<file path="config.mk">
export PLATFORM = sky130hd
export DESIGN_NAME = box_filter_2x2
export DESIGN_NICKNAME = d
export VERILOG_FILES = /design/src/rtl/box_filter_2x2.sv
export SDC_FILE = /design/constraint.sdc
export NUM_CORES = 1
export LEC_CHECK = 0
export CAP_MARGIN = 20
export CORE_UTILIZATION = 50
export DETAILED_ROUTE_END_ITERATION = 6
export PLACE_DENSITY = 0.77
export SYNTH_ARGS = -nofsm -noshare
export SYNTH_HDL_FRONTEND = slang
export SYNTH_SLANG_ARGS = --single-unit
</file>
<file path="constraint.sdc">
create_clock -name CLK -period 7.59 [get_ports CLK]
set_input_delay 1.1385 -clock CLK [delete_from_list [all_inputs] [get_ports CLK]]
set_output_delay 1.1385 -clock CLK [all_outputs]
set_load 0.01 [all_outputs]
</file>
<file path="src/rtl/box_filter_2x2.sv">
// 2x2 box filter over a raster pixel stream with edge clamping.
// One previous-row line buffer plus two window registers; single registered output stage.
module box_filter_2x2 #(
   parameter int WIDTH  = 32,
   parameter int HEIGHT = 32
) (
   input  logic        CLK,
   input  logic        RESET,
   input  logic        data_in_valid,
   input  logic [15:0] data_in_data,
   output logic        data_in_ready,
   output logic        data_out_valid,
   output logic [15:0] data_out_data,
   input  logic        data_out_ready
);

   localparam int XW = (WIDTH  > 1) ? $clog2(WIDTH)  : 1;
   localparam int YW = (HEIGHT > 1) ? $clog2(HEIGHT) : 1;
   localparam logic [XW-1:0] X_LAST = XW'(WIDTH - 1);
   localparam logic [YW-1:0] Y_LAST = YW'(HEIGHT - 1);

   logic [XW-1:0] x_reg, x_next;
   logic [YW-1:0] y_reg, y_next;
   logic [15:0]   left_reg;
   logic [15:0]   diag_reg;
   logic [15:0]   out_data_reg, out_data_next;
   logic          out_valid_reg, out_valid_next;
   logic [15:0]   line_buf [WIDTH];

   logic          accept;
   logic [15:0]   above;
   logic [15:0]   term_b, term_c, term_d;
   logic [17:0]   sum;

   assign data_in_ready  = ~out_valid_reg | data_out_ready;
   assign accept         = data_in_valid & data_in_ready;
   assign data_out_valid = out_valid_reg;
   assign data_out_data  = out_data_reg;

   // Previous-row value for this column, read before this cycle's write lands.
   assign above = line_buf[x_reg];

   always_comb begin
      term_b = (x_reg == '0) ? data_in_data : left_reg;
      term_c = (y_reg == '0) ? data_in_data : above;
      // Left column reuses the (already clamped) upper term; top row reuses the left term.
      if (x_reg == '0)
         term_d = term_c;
      else if (y_reg == '0)
         term_d = term_b;
      else
         term_d = diag_reg;
      sum = 18'(data_in_data) + 18'(term_b) + 18'(term_c) + 18'(term_d);
   end

   always_comb begin
      x_next         = x_reg;
      y_next         = y_reg;
      out_data_next  = out_data_reg;
      out_valid_next = out_valid_reg;
      if (accept) begin
         out_data_next  = sum[17:2];
         out_valid_next = 1'b1;
         if (x_reg == X_LAST) begin
            x_next = '0;
            y_next = (y_reg == Y_LAST) ? '0 : y_reg + 1'b1;
         end else begin
            x_next = x_reg + 1'b1;
         end
      end else if (data_out_ready) begin
         out_valid_next = 1'b0;
      end
   end

   always_ff @(posedge CLK) begin
      if (RESET) begin
         x_reg         <= '0;
         y_reg         <= '0;
         left_reg      <= '0;
         diag_reg      <= '0;
         out_data_reg  <= '0;
         out_valid_reg <= 1'b0;
      end else begin
         x_reg         <= x_next;
         y_reg         <= y_next;
         out_data_reg  <= out_data_next;
         out_valid_reg <= out_valid_next;
         if (accept) begin
            left_reg <= data_in_data;
            diag_reg <= term_c;
         end
      end
   end

   // Contents need no reset: row 0 never consults the buffer.
   always_ff @(posedge CLK) begin
      if (accept && !RESET)
         line_buf[x_reg] <= data_in_data;
   end

endmodule

</file>
== Yosys cells after proc, flatten, opt, wreduce, memory -nomap -nowiden ==
Memory sizes are Yosys's and may differ from the RTL's. A register that Yosys moved wholly into a read port is not among the register bits.
Index checks and enable logic that the tools add are counted.
Storage, ports and cells
  register bits after elaboration: 59
  bits in writable memories: 512
  input bits: 20
  output and inout port bits: 18
  word-level logic and storage cells: 35
  memories: 1
Cells by class
  add/sub/neg operators: 5
  eq/ne operators: 2
  mux-type cells: 12
  bitwise gates (word level): 3
  reductions and logical operators: 6
Memories
  line_buf: depth 32, bits a word 16, read ports 1, clocked after memory_dff 1, write ports 1, line 28  | logic [15:0] line_buf [WIDTH];
Operators with widths (count)
  16-bit two-way mux: 4
  5-bit two-way mux: 4
  17-bit by 16-bit adder with 18-bit output: 1
  18-bit by 16-bit adder with 18-bit output: 1
  16-bit by 16-bit adder with 17-bit output: 1
  5-bit by 1-bit adder with 5-bit output (second input constant): 2
  5-bit == test (second input constant): 2
  5-bit logical NOT: 2
  1-bit two-way mux: 4
  2-bit AND reduction: 1
  2-bit nonzero test: 1
  1-bit AND: 1
  1-bit logical AND: 1
  1-bit logical NOT: 1
  1-bit inverter: 1
  1-bit OR: 1

== Longest topological paths before layout ==
Gate-level depths: netlist (run 1).
  word-level depth: 6
  depth in mapped cells: 24

== Worst setup path before layout (run 1) ==
OpenSTA, ideal clock, no wires.
  path kind: flip-flop to flip-flop
  start point: register with a tool-made name
  end point: register out_data_reg[11], in the netlist data_out_data[11]
  arrival time: 5330 ps
  path slack: 2137 ps
  cell stages (with the launch flop): 23
  buffers on the path: 2
  cells stage by stage: dfxtp_1 -> buf_2 -> buf_2 -> mux4_2 -> mux4_2 -> mux2i_1 -> o21ai_0 -> fa_1 -> inv_1 -> fa_1 -> nand2b_1 -> or2_4 -> o41ai_1 -> fa_1 -> a21o_1 -> a21oi_1 -> o21bai_1 -> a211o_1 -> a31oi_1 -> o21bai_1 -> a21oi_1 -> xor2_1 -> o21ai_0
RTL lines
  to (signal assigned): line 86  | out_data_reg <= out_data_next;
  to (decl): line 26  | logic [15:0] out_data_reg, out_data_next;

==> impl_summary.log, run 1 <==
[metrics] reported max-cap violation count: 0
[metrics] Iteration-0 DRC Markers: 1340
[metrics] clock tree from TritonCTS: built
[metrics] global placer's final weighted congestion: 0.830
[metrics] ranking of synthesized cells by area: sky130_fd_sc_hd__edfxtp_1, sky130_fd_sc_hd__mux4_2, sky130_fd_sc_hd__dfxtp_1
[metrics] insertion delay of the later-clocked pin in the worst-skew pair: 610 ps
[metrics] syn_area_per_cell: 17.7 um2
[metrics] post-synthesis instance area: 24200 um2
[metrics] headroom to the max-slew limit: 24.0%
[metrics] antenna violations before repair: 0
[metrics] width of the chip: 222 um
[metrics] share of the synthesized area in compound gates (AO/OA/AOI/OAI): 3.51%
[metrics] Gate Count Post-Synth: approximately 1400
[metrics] Rows: 80
[metrics] number of gates resized after cts: 0
[metrics] commonest non-fill, non-tap cells in the layout: sky130_fd_sc_hd__edfxtp_1, sky130_fd_sc_hd__mux4_2, sky130_fd_sc_hd__nand2_1
[metrics] largest family of logic cells by synthesized area: multiplexers
[metrics] Clk network pwr share: 35.8%
[metrics] actual transition at the worst max-transition pin: between 1000 and 1500 ps
[metrics] switching part of the total power: 24.7%
[metrics] WHS Path Cells: 2
[metrics] part of the cycle the worst path needs: between 80% and 90%
[metrics] antenna fix cells: 0
[metrics] Pint: 0.00527 W
[metrics] Largest register FFs: 512
[metrics] number of vias in the routed layout: 12800
[metrics] dominant cell type by area after synthesis: sky130_fd_sc_hd__edfxtp_1
[metrics] number of top-level pins: 38
[metrics] overall global routing resource usage: 22.8%
[metrics] post-layout min period: 6410 ps
[metrics] remaining antenna violation count after routing: 0
[metrics] post-synthesis sequential element count: approximately 580
[metrics] total net switching power: 0.00173 W
[metrics] final hold viol count: 0
[metrics] number of port buffers: 37
[metrics] HP Class: flop to flop
[metrics] R2R cell count: 17
[metrics] Static Leakage: 8.98 nW
[metrics] setup repair after global routing missed its margin: false
[metrics] sequential-to-total area share from yosys stat: around 70%
[metrics] number of levels in the clock H-tree: 2
[metrics] number of buffers created by CTS: 55
[metrics] core footprint: 47700 um2
[metrics] simple logic cell fraction of the synthesized area: 4.58%
[metrics] Remaining Overflow, GRT: 0
[metrics] most frequent standard cell in the layout excluding fill and tap cells: sky130_fd_sc_hd__edfxtp_1
[metrics] layout cells sized above 1: 20.8%
[metrics] utilization after layout: roughly 57%
[metrics] Critical Path AT: approximately 7000 ps
[metrics] maximum clock rate: ~0.16 GHz
[metrics] number of detailed-routing iterations run before antenna repair: 5
[metrics] starting density of the core: about half
[metrics] worst hold path startpoint: data_out_data[7]
[metrics] Req. time, crit path: 8120 ps
[metrics] top_reg_cell synth: sky130_fd_sc_hd__edfxtp_1
[metrics] final setup vio count: 0
[metrics] adder-cell share of the synthesized area: 3.84%
[metrics] maximum number of pins on one net before global-route repair: 66
[metrics] first-pass GRT wire length: 81700 um
[metrics] mux share of post-synthesis cell area: between 10% and 20%
[metrics] routed wire length: roughly 55000 um
[metrics] share of flip-flops with an asynchronous set or reset: 0%
[metrics] Post-DP HPWL: 30900 um
[metrics] area share of the leading cell type in the synthesized netlist: 63.5%
[metrics] hold-fix buffers at CTS: 0
[metrics] Yosys Warn Count: 0
[metrics] number of nets in the layout: 1530
[metrics] post-route DRC violation count: 0
[metrics] via count of the first global-routing pass: ~13000
[metrics] pwr/cell area: 258 nW/um2
[metrics] VDD IR-drop max: 186 uV
[metrics] clock slew seen by the registers of the worst setup and hold paths: 60 ps
[metrics] Setup Skew: between 15 and 20 ps
[metrics] Critical Path End Type: flop
[metrics] Distinct cells, synth: 57
[metrics] overall die height: around 220 um
[metrics] crit path launch type: flop
[metrics] Final TNS setup: 0 ps
[metrics] number of enable flip-flop cells after synthesis: 512
[metrics] critical path start-end classification: flop to flop
[metrics] maximum root-to-sink buffer count: 3
[metrics] outcome: complete, no violations
[metrics] Synth Area in XOR/XNOR: less than 1%
[metrics] floorplan die area: slightly below 50000 um2
[metrics] layout-stage area growth over the synthesis result: 12.2%
[metrics] largest register by flop count: line_buf
[metrics] sequential power share: 50.6%
[metrics] critical path peak fanout: 63
[metrics] Routed wire per std cell: around 26 um
[metrics] Final Max Slew Viols: 0
[metrics] count of buffers added by post-CTS timing repair for setup: 0
[metrics] combinational share of power: 13.7%
[metrics] post-detailed-route via-to-cell ratio: 6.06
[metrics] CTS Root Buffer Type: sky130_fd_sc_hd__clkbuf_16
[metrics] clock net sink count: around 580
[metrics] post-synth net total: 1443
-- through the flow --
| stage | area [um2] | cells | setup slack, ps | total power, W | hold slack, ps |
|---|---|---|---|---|---|
| detailed placement | 25500 | 2012 | 1210 | 0.00455 | 446 |
| CTS | 27100 | 2108 | 1190 | 0.00703 | 453 |
| global placement | 25500 | 2012 | 1360 | 0.00453 | 438 |
| finish | 27200 | 2109 | 1180 | 0.00700 | 449 |
| floorplan | 24200 | 1368 | 2140 | 0.00426 | 436 |
| global route | 27200 | 2109 | 806 | 0.00724 | 474 |
-- power by group through the flow --
stage	logic, W	clock network [W]	registers (W)
floorplan	0.000659	0	0.00360
global placement	0.000924	0	0.00361
detailed placement	0.000947	0	0.00361
CTS	0.000956	0.00253	0.00354
global route	0.00105	0.00265	0.00354
finish	0.000957	0.00250	0.00354
-- path summary, 6_finish.rpt --
check,end,slack [ps]
hold reg to reg,data_out_data[7],450
setup / recovery,data_out_data[14],1180
setup reg to reg,data_out_data[14],1180
hold / removal,data_out_data[7],450
-- metal layers --
metal	share of wire (%)	vias to the layer above	wire length, um	GRT usage (%)
li1	-	5499	-	-
met2	49	587	27300	37.3
met4	3.5	0	1940	8.45
met3	8.6	115	4770	5.01
met1	38	6573	21100	30.0
met5	0	-	0	0
-- critical path, stage by stage (launching register included) --
cell	delay, ps
sky130_fd_sc_hd__dfxtp_4	970
sky130_fd_sc_hd__buf_4	610
sky130_fd_sc_hd__buf_4	430
sky130_fd_sc_hd__mux4_2	360
sky130_fd_sc_hd__mux4_2	480
sky130_fd_sc_hd__mux2i_1	490
sky130_fd_sc_hd__o21ai_1	200
sky130_fd_sc_hd__inv_1	110
sky130_fd_sc_hd__fa_1	430
sky130_fd_sc_hd__fa_1	490
sky130_fd_sc_hd__inv_1	40
sky130_fd_sc_hd__ha_1	320
sky130_fd_sc_hd__a21o_1	190
sky130_fd_sc_hd__a21o_1	210
sky130_fd_sc_hd__nand4b_4	200
sky130_fd_sc_hd__and3_1	200
sky130_fd_sc_hd__a2111o_1	390
sky130_fd_sc_hd__a21oi_1	120
-- layout make-up --
class	instances	area (um2)
clock buffer	67	1420
tap	615	769
multi-input combinational	660	7010
timing repair buffer	98	868
sequential	576	16700
inverter	64	240
clock inverter	29	175
fill	3447	20600
-- logic make-up after synthesis --
group / count (synthesis)
adders and majority gates: 55
and+or+nand+nor: 238
DFF: 576
muxes: 213
xor gates and xnor gates: 11
AOI/OAI and AO/OA: 143
buffers and inverters: 132
-- Yosys cell counts, types with 3 or more instances --
library cell / n
sky130_fd_sc_hd__mux2_2: 10
sky130_fd_sc_hd__or4_1: 4
sky130_fd_sc_hd__nor3_1: 3
sky130_fd_sc_hd__fa_1: 32
sky130_fd_sc_hd__nand2b_1: 5
sky130_fd_sc_hd__nor3b_1: 3
sky130_fd_sc_hd__mux2i_1: 52
sky130_fd_sc_hd__a22oi_1: 8
sky130_fd_sc_hd__ha_1: 23
sky130_fd_sc_hd__o21ai_0: 21
sky130_fd_sc_hd__nand3_1: 10
sky130_fd_sc_hd__nand2_1: 121
sky130_fd_sc_hd__o21ai_1: 6
sky130_fd_sc_hd__clkbuf_1: 41
sky130_fd_sc_hd__a31oi_1: 9
sky130_fd_sc_hd__a21o_1: 7
sky130_fd_sc_hd__xnor2_1: 7
sky130_fd_sc_hd__dfxtp_1: 64
sky130_fd_sc_hd__mux4_2: 150
sky130_fd_sc_hd__nor2b_1: 4
sky130_fd_sc_hd__inv_1: 64
sky130_fd_sc_hd__o21bai_1: 3
sky130_fd_sc_hd__and3_1: 7
sky130_fd_sc_hd__buf_2: 17
sky130_fd_sc_hd__buf_1: 7
sky130_fd_sc_hd__nand3b_1: 8
sky130_fd_sc_hd__xor2_1: 4
sky130_fd_sc_hd__edfxtp_1: 512
sky130_fd_sc_hd__nor2_1: 58
sky130_fd_sc_hd__a21oi_1: 75
Power figures use the tool's default switching activity.
==> run 2, diff against run 1 <==
==> constraint.sdc (replaced) <==
create_clock -name CLK -period 5.9 [get_ports CLK]
set_input_delay 0.885 -clock CLK [delete_from_list [all_inputs] [get_ports CLK]]
set_output_delay 0.885 -clock CLK [all_outputs]
set_load 0.01 [all_outputs]
==> run 2 against run 1 <==
Effect of this change: combinational power rose by 35%; sequential power rose by 28%; routed wire length increased by 1.5%; sequential share of layout area fell by 0.67 points; cell area rose by 1.1%; die area unchanged; setup slack lost 970 ps; via count grew 1.2%; critical endpoint is now data_out_data[11].
==> impl_summary.log, run 2 (same netlist as run 1, synthesis figures left out) <==
[metrics] HP Class: flop to flop
[metrics] met2 WL: 27600 um (+1.4%)
[metrics] floorplan die area: 49300 um2 (unchanged)
[metrics] antenna violations before repair: 3 (+3)
[metrics] routed wire length: 55900 um (+1.5%)
[metrics] Setup Skew: 28.6 ps (+10.2 ps)
[metrics] maximum root-to-sink buffer count: 3 (unchanged)
[metrics] layout-stage area growth over the synthesis result: 13.4%
[metrics] DR top layer: met5
[metrics] Critical Path AT: 6170 ps (-770 ps)
[metrics] final-layout fill cell count: 3392 (-1.6%)
[metrics] clock tree from TritonCTS: built
[metrics] insertion delay of the later-clocked pin in the worst-skew pair: 620 ps (about the same)
[metrics] Final TNS setup: 0 ps (unchanged)
[metrics] Post-Route M1 WL: 21600 um (+2.2%)
[metrics] remaining antenna violation count after routing: 0 (unchanged)
[metrics] largest register by flop count: line_buf
[metrics] overall die height: 222 um (unchanged)
[metrics] final hold viol count: 0 (unchanged)
[metrics] number of port buffers: 37 (unchanged)
[metrics] Final Max Slew Viols: 0 (unchanged)
[metrics] WL met3: 5150 um (+8.1%)
[metrics] clock net sink count: 576 (unchanged)
[metrics] critical path cell sequence: buf_4 -> mux4_2 -> mux4_2 -> mux2i_2 -> o21ai_1 -> fa_1 -> inv_1 -> fa_1 -> nand2b_1 -> or2_4 -> o41ai_1 -> fa_1 -> a21o_1 -> a21oi_1 -> o21bai_1 -> a211o_1 -> a31oi_2 -> o21bai_1 -> a21oi_1 -> xor2_1 -> o21ai_0
[metrics] hold-fix buffers at CTS: 0 (unchanged)
[metrics] cell repeated most along the worst path: sky130_fd_sc_hd__fa_1
[metrics] outcome: complete, no violations
[metrics] global placer's final weighted congestion: 0.831 (+0.17%)
[metrics] VDD IR-drop max: 221 uV (+19%)
[metrics] commonest non-fill, non-tap cells in the layout: sky130_fd_sc_hd__edfxtp_1, sky130_fd_sc_hd__mux4_2, sky130_fd_sc_hd__nand2_1
[metrics] Iteration-0 DRC Markers: 1656 (+24%)
[metrics] part of the cycle the worst path needs: 96.4% (+12 points)
[metrics] maximum number of pins on one net before global-route repair: 66 (unchanged)
[metrics] multi-input gate area in the final layout: 7030 um2 (+0.20%)
[metrics] first-pass GRT wire length: 83100 um (+1.7%)
[metrics] headroom to the max-slew limit: 33.1% (+9.1 points)
[metrics] number of levels in the clock H-tree: 2 (unchanged)
[metrics] layout cells sized above 1: 21.9% (+1.1 points)
[metrics] final setup vio count: 0 (unchanged)
[metrics] Largest register FFs: 512 (unchanged)
[metrics] maximum clock rate: 0.176 GHz (+13%)
[metrics] core footprint: 47700 um2 (unchanged)
[metrics] worst hold path startpoint: diag_reg[11]
[metrics] utilization after layout: 57.5% (+0.63 points)
[metrics] critical path peak fanout: 6 (-90%)
[metrics] CTS Root Buffer Type: sky130_fd_sc_hd__clkbuf_16
[metrics] WHS Path Cells: 2 (unchanged)
[metrics] Req. time, crit path: 6380 ps (-1740 ps)
[metrics] reported max-cap violation count: 0 (unchanged)
[metrics] number of top-level pins: 38 (unchanged)
[metrics] starting density of the core: 50.7% (unchanged)
[metrics] overall global routing resource usage: 23.1% (+0.34 points)
[metrics] most frequent standard cell in the layout excluding fill and tap cells: sky130_fd_sc_hd__edfxtp_1
[metrics] Rows: 80 (unchanged)
[metrics] critical path start-end classification: flop to flop
[metrics] Critical R2R Capture: data_out_data[11]
[metrics] worst hold path endpoint: diag_reg[11]
[metrics] post-layout min period: 5690 ps (-721 ps)
[metrics] number of buffers created by CTS: 54 (-1.8%)
[metrics] pwr/cell area: 335 nW/um2 (+30%)
[metrics] via count of the first global-routing pass: 13000 (+0.11%)
[metrics] number of nets in the layout: 1545 (+0.98%)
[metrics] number of vias in the routed layout: 12900 (+1.2%)
[metrics] crit path launch type: flop
[metrics] number of detailed-routing iterations run before antenna repair: 6 (+1)
[metrics] Post-DP HPWL: 33500 um (+8.3%)
[metrics] post-route DRC violation count: 0 (unchanged)
[metrics] worst-case register-to-register setup slack: 210 ps (-970 ps)
[metrics] R2R cell count: 21 (+4)
[metrics] register area: 16700 um2 (unchanged)
[metrics] Remaining Overflow, GRT: 0 (unchanged)
[metrics] Final Hold Slack: 453 ps (+4.40 ps)
[metrics] Static Leakage: 9.13 nW (+1.6%)
[metrics] largest incremental delay on the critical path: 570 ps (-400 ps)
[metrics] clock slew seen by the registers of the worst setup and hold paths: 60 ps (about the same)
[metrics] width of the chip: 222 um (unchanged)
[metrics] Routed wire per std cell: 26.3 um (+0.72%)
[metrics] post-detailed-route via-to-cell ratio: 6.09 (+0.47%)
[metrics] actual transition at the worst max-transition pin: 1000 ps (-136 ps)
[metrics] Critical-path top delay cell: sky130_fd_sc_hd__mux4_2
[metrics] Critical Path End Type: flop
## run 2: cell count changes in the layout (fill, tap and decap cells not counted), sizes merged
| cell | change |
|---|---|
| buf | +16 |
| bufinv | +4 |
| clkbuf | +1 |
| clkinv | -3 |
| diode | +1 |
| inv | -3 |
## run 2: worst max-delay path, delay by kind of cell (launching register included)
family	cells	cell delay [ps]
AOI/OAI and AO/OA	10	1760
xor gates and xnor gates	1	160
adders and majority gates	3	1470
buffers and inverters	2	250
DFF	1	360
muxes	3	1280
and+or+nand+nor	2	280
## run 2: routing by layer
layer / vias to the layer above / global-route usage, %
met5: - / 0
met4: 2 / 8.24
met3: 94 / 5.19
met2: 648 / 37.3
met1: 6662 / 31.0
li1: 5525 / -
## run 2: timing repair
action                     4_1_cts  5_1_grt
setup buffers                    0        2
setup endpoints to repair        0        6
resized for setup                0        6
## run 2: worst max-delay path by stage
stage               cells past startpoint  slack, ps                end  from
floorplan                              22        450  data_out_data[11]  flop
global placement                       20        240  data_out_data[11]  flop
detailed placement                     20        170  data_out_data[11]  flop
CTS                                    20        110  data_out_data[11]  flop
global route                           21        -50  data_out_data[11]  flop
finish                                 21        210  data_out_data[11]  flop
## run 2: final cells by class
type                            instances  area share [%]
Multi-Input combinational cell        660            25.6
Sequential cell                       576            60.7
Inverter                               64           0.875
Antenna cell                            1         0.00912
Timing Repair Buffer                  114            3.81
Clock inverter                         27            1.01
Clock buffer                           68            5.19
Tap cell                              615            2.80
## run 2: through the flow
step | area [um2] | total power (W) | worst slack [ps] | instances
after floorplan | 24200 | 0.00548 | 447 | 1368
after global placement | 25700 | 0.00586 | 241 | 2027
after detailed placement | 25700 | 0.00589 | 173 | 2027
after CTS | 27400 | 0.00921 | 109 | 2122
after global routing | 27500 | 0.00950 | -52.4 | 2125
final | 27500 | 0.00919 | 210 | 2125
## run 2: where the power goes
group	internal (W)	switching, W	leakage, nW
combinational	0.000586	0.000706	3.18
sequential	0.00450	0.0000364	5.13
clock	0.00189	0.00147	0.815
total	0.00697	0.00221	9.13
==> run 3, diff against run 2 <==
--- a/config.mk
+++ b/config.mk
@@ -8,6 +8,7 @@
 export CAP_MARGIN = 20
 export CORE_UTILIZATION = 50
 export DETAILED_ROUTE_END_ITERATION = 6
+export MAX_ROUTING_LAYER = met4
 export PLACE_DENSITY = 0.77
 export SYNTH_ARGS = -nofsm -noshare
 export SYNTH_HDL_FRONTEND = slang
==> run 3 against run 2 <==
Effect of this change: clock-buffer cell count unchanged; critical path depth is the same; hold slack is essentially flat; routed wire length hardly changed; clock skew grew 2.7 ps; sequential share of layout area barely moved; register-to-register slack lost 30 ps; final cell count about the same; highest routed layer is now met4.
==> impl_summary.log, run 3 (same netlist as run 1, synthesis figures left out) <==
[metrics] maximum number of pins on one net before global-route repair: 66 (unchanged)
[metrics] insertion delay of the later-clocked pin in the worst-skew pair: 620 ps (about the same)
[metrics] number of buffers created by CTS: 54 (unchanged)
[metrics] clock slew seen by the registers of the worst setup and hold paths: 60 ps (about the same)
[metrics] cell repeated most along the worst path: sky130_fd_sc_hd__fa_1
[metrics] switching part of the total power: 24.2% (+0.055 points)
[metrics] routed wire length: 55900 um (about the same)
[metrics] layout cells sized above 1: 21.9% (unchanged)
[metrics] Setup Skew: 31.4 ps (+2.75 ps)
[metrics] number of port buffers: 37 (unchanged)
[metrics] post-layout min period: 5720 ps (+34.8 ps)
[metrics] post-detailed-route via-to-cell ratio: 6.05 (-0.54%)
[metrics] Post-DP HPWL: 33500 um (unchanged)
[metrics] layout-stage area growth over the synthesis result: 13.4% (about the same)
[metrics] width of the chip: 222 um (unchanged)
[metrics] total power: 0.00919 W (about the same)
[metrics] Final Hold Slack: 453 ps (+0.0280 ps)
[metrics] overall global routing resource usage: 23.8% (+0.72 points)
[metrics] global placer's final weighted congestion: 0.844 (+1.5%)
[metrics] critical path start-end classification: flop to flop
[metrics] remaining antenna violation count after routing: 0 (unchanged)
[metrics] total net switching power: 0.00222 W (+0.30%)
[metrics] number of vias in the routed layout: 12900 (-0.49%)
[metrics] Routed wire per std cell: 26.3 um (about the same)
[metrics] Clk network pwr share: 36.6% (about the same)
[metrics] Critical-path top delay cell: sky130_fd_sc_hd__mux4_2
[metrics] core footprint: 47700 um2 (unchanged)
[metrics] crit path launch type: flop
[metrics] headroom to the max-slew limit: 32.6% (-0.47 points)
[metrics] clock tree from TritonCTS: built
[metrics] via count of the first global-routing pass: 13000 (-0.077%)
[metrics] Static Leakage: 9.13 nW (unchanged)
[metrics] clock net sink count: 576 (unchanged)
[metrics] reported max-cap violation count: 0 (unchanged)
[metrics] critical path cell sequence: buf_4 -> mux4_2 -> mux4_2 -> mux2i_2 -> o21ai_1 -> fa_1 -> inv_1 -> fa_1 -> nand2b_1 -> or2_4 -> o41ai_1 -> fa_1 -> a21o_1 -> a21oi_1 -> o21bai_1 -> a211o_1 -> a31oi_2 -> o21bai_1 -> a21oi_1 -> xor2_1 -> o21ai_0
[metrics] HP Class: flop to flop
[metrics] worst-case setup slack after placement: 173 ps (unchanged)
[metrics] commonest non-fill, non-tap cells in the layout: sky130_fd_sc_hd__edfxtp_1, sky130_fd_sc_hd__mux4_2, sky130_fd_sc_hd__nand2_1
[metrics] sequential power share: 49.3% (about the same)
[metrics] critical path's top delay family: compound AO/OA/AOI/OAI gates
[metrics] Pint: 0.00697 W (about the same)
[metrics] starting density of the core: 50.7% (unchanged)
[metrics] Remaining Overflow, GRT: 0 (unchanged)
[metrics] combinational share of power: 14.0% (about the same)
[metrics] final hold viol count: 0 (unchanged)
[metrics] actual transition at the worst max-transition pin: 1010 ps (+6.97 ps)
[metrics] most frequent standard cell in the layout excluding fill and tap cells: sky130_fd_sc_hd__edfxtp_1
[metrics] number of top-level pins: 38 (unchanged)
[metrics] Buffers & Inverters on Critical Path: 2 (unchanged)
[metrics] Iteration-0 DRC Markers: 1729 (+4.4%)
[metrics] largest register by flop count: line_buf
[metrics] final setup vio count: 0 (unchanged)
[metrics] Req. time, crit path: 6380 ps (about the same)
[metrics] critical path peak fanout: 6 (unchanged)
[metrics] maximum root-to-sink buffer count: 3 (unchanged)
[metrics] part of the cycle the worst path needs: 97.0% (+0.59 points)
[metrics] outcome: complete, no violations
[metrics] maximum clock rate: 0.175 GHz (-0.61%)
[metrics] pwr/cell area: 335 nW/um2 (about the same)
[metrics] post-route DRC violation count: 0 (unchanged)
[metrics] Final Max Slew Viols: 0 (unchanged)
[metrics] overall die height: 222 um (unchanged)
[metrics] CTS Root Buffer Type: sky130_fd_sc_hd__clkbuf_16
[metrics] antenna violations before repair: 3 (unchanged)
[metrics] final critical-path setup slack: 175 ps (-34.8 ps)
[metrics] first-pass GRT wire length: 83100 um (about the same)
[metrics] Largest register FFs: 512 (unchanged)
[metrics] Critical Path AT: 6200 ps (+30 ps)
[metrics] Rows: 80 (unchanged)
[metrics] number of nets in the layout: 1545 (unchanged)
[metrics] VDD IR-drop max: 220 uV (-0.62%)
[metrics] number of detailed-routing iterations run before antenna repair: 5 (-1)
[metrics] floorplan die area: 49300 um2 (unchanged)
[metrics] largest incremental delay on the critical path: 570 ps (about the same)
[metrics] number of levels in the clock H-tree: 2 (unchanged)
[metrics] final-layout fill cell count: 3392 (unchanged)
[metrics] Critical Path End Type: flop
## run 3: cell types whose count changed in the layout (fill, tap and decap cells not counted), sizes merged
cell   change
diode      +1
## run 3: metrics by stage
stage	util, %	instance area (um2)	TNS, ps	std cells
after floorplan	-	24200	0	1368
after detailed placement	53.8	25700	0	2027
after global routing	57.5	27500	-65.0	2126
after CTS	57.4	27400	0	2122
final	57.5	27500	0	2126
after global placement	53.8	25700	0	2027
## run 3: final timing paths
| path | startpoint | to | slack, ps | cells past startpoint |
|---|---|---|---|---|
| setup reg to reg | flop | data_out_data[11] | 180 | 21 |
| hold / removal | diag_reg[11] | diag_reg[11] | 450 | 2 |
| setup / recovery | flop | data_out_data[11] | 180 | 21 |
| hold reg to reg | diag_reg[11] | diag_reg[11] | 450 | 2 |
## run 3: area by class of cell
cell class,count,area [um2],area share (%)
Multi-Input combinational cell,660,7030,25.6
Antenna cell,2,5.00,0.0182
Sequential cell,576,16700,60.7
Clock buffer,68,1430,5.19
Clock inverter,27,277,1.01
Timing Repair Buffer,114,1050,3.81
Tap cell,615,769,2.80
Inverter,64,240,0.875
## run 3: worst register-to-register path, stage by stage, from the launching register on
cell and delay, ps:
sky130_fd_sc_hd__dfxtp_4 360, sky130_fd_sc_hd__buf_4 200, sky130_fd_sc_hd__mux4_2 570, sky130_fd_sc_hd__mux4_2 480
sky130_fd_sc_hd__mux2i_2 240, sky130_fd_sc_hd__o21ai_1 150, sky130_fd_sc_hd__fa_1 540, sky130_fd_sc_hd__inv_1 50
sky130_fd_sc_hd__fa_1 460, sky130_fd_sc_hd__nand2b_1 140, sky130_fd_sc_hd__or2_4 140, sky130_fd_sc_hd__o41ai_1 90
sky130_fd_sc_hd__fa_1 470, sky130_fd_sc_hd__a21o_1 210, sky130_fd_sc_hd__a21oi_1 270, sky130_fd_sc_hd__o21bai_1 130
sky130_fd_sc_hd__a211o_1 350, sky130_fd_sc_hd__a31oi_2 220, sky130_fd_sc_hd__o21bai_1 110, sky130_fd_sc_hd__a21oi_1 180
sky130_fd_sc_hd__xor2_1 160, sky130_fd_sc_hd__o21ai_0 80
## run 3: per-layer routing
metal  vias up  global-route usage (%)  wire length, um
met5         -                       -                0
li1       5530                       -                -
met1      6582                    30.9            21600
met2       649                    37.4            27400
met4         0                    8.27             1720
met3       106                    5.25             5240
## run 3: power by group through the flow
stage,clock (W),sequential (W),combinational [W]
5_1_grt,0.00354,0.00454,0.00142
2_1_floorplan,0,0.00463,0.000847
6_report,0.00337,0.00453,0.00129
4_1_cts,0.00339,0.00454,0.00127
3_3_place_gp,0,0.00462,0.00124
3_5_place_dp,0,0.00463,0.00126
## run 3: what timing repair did
action,CTS,global route
resized for setup,0,6
hold endpoints to repair,0,0
setup buffers,0,2
hold buffers,0,0
setup endpoints to repair,0,6
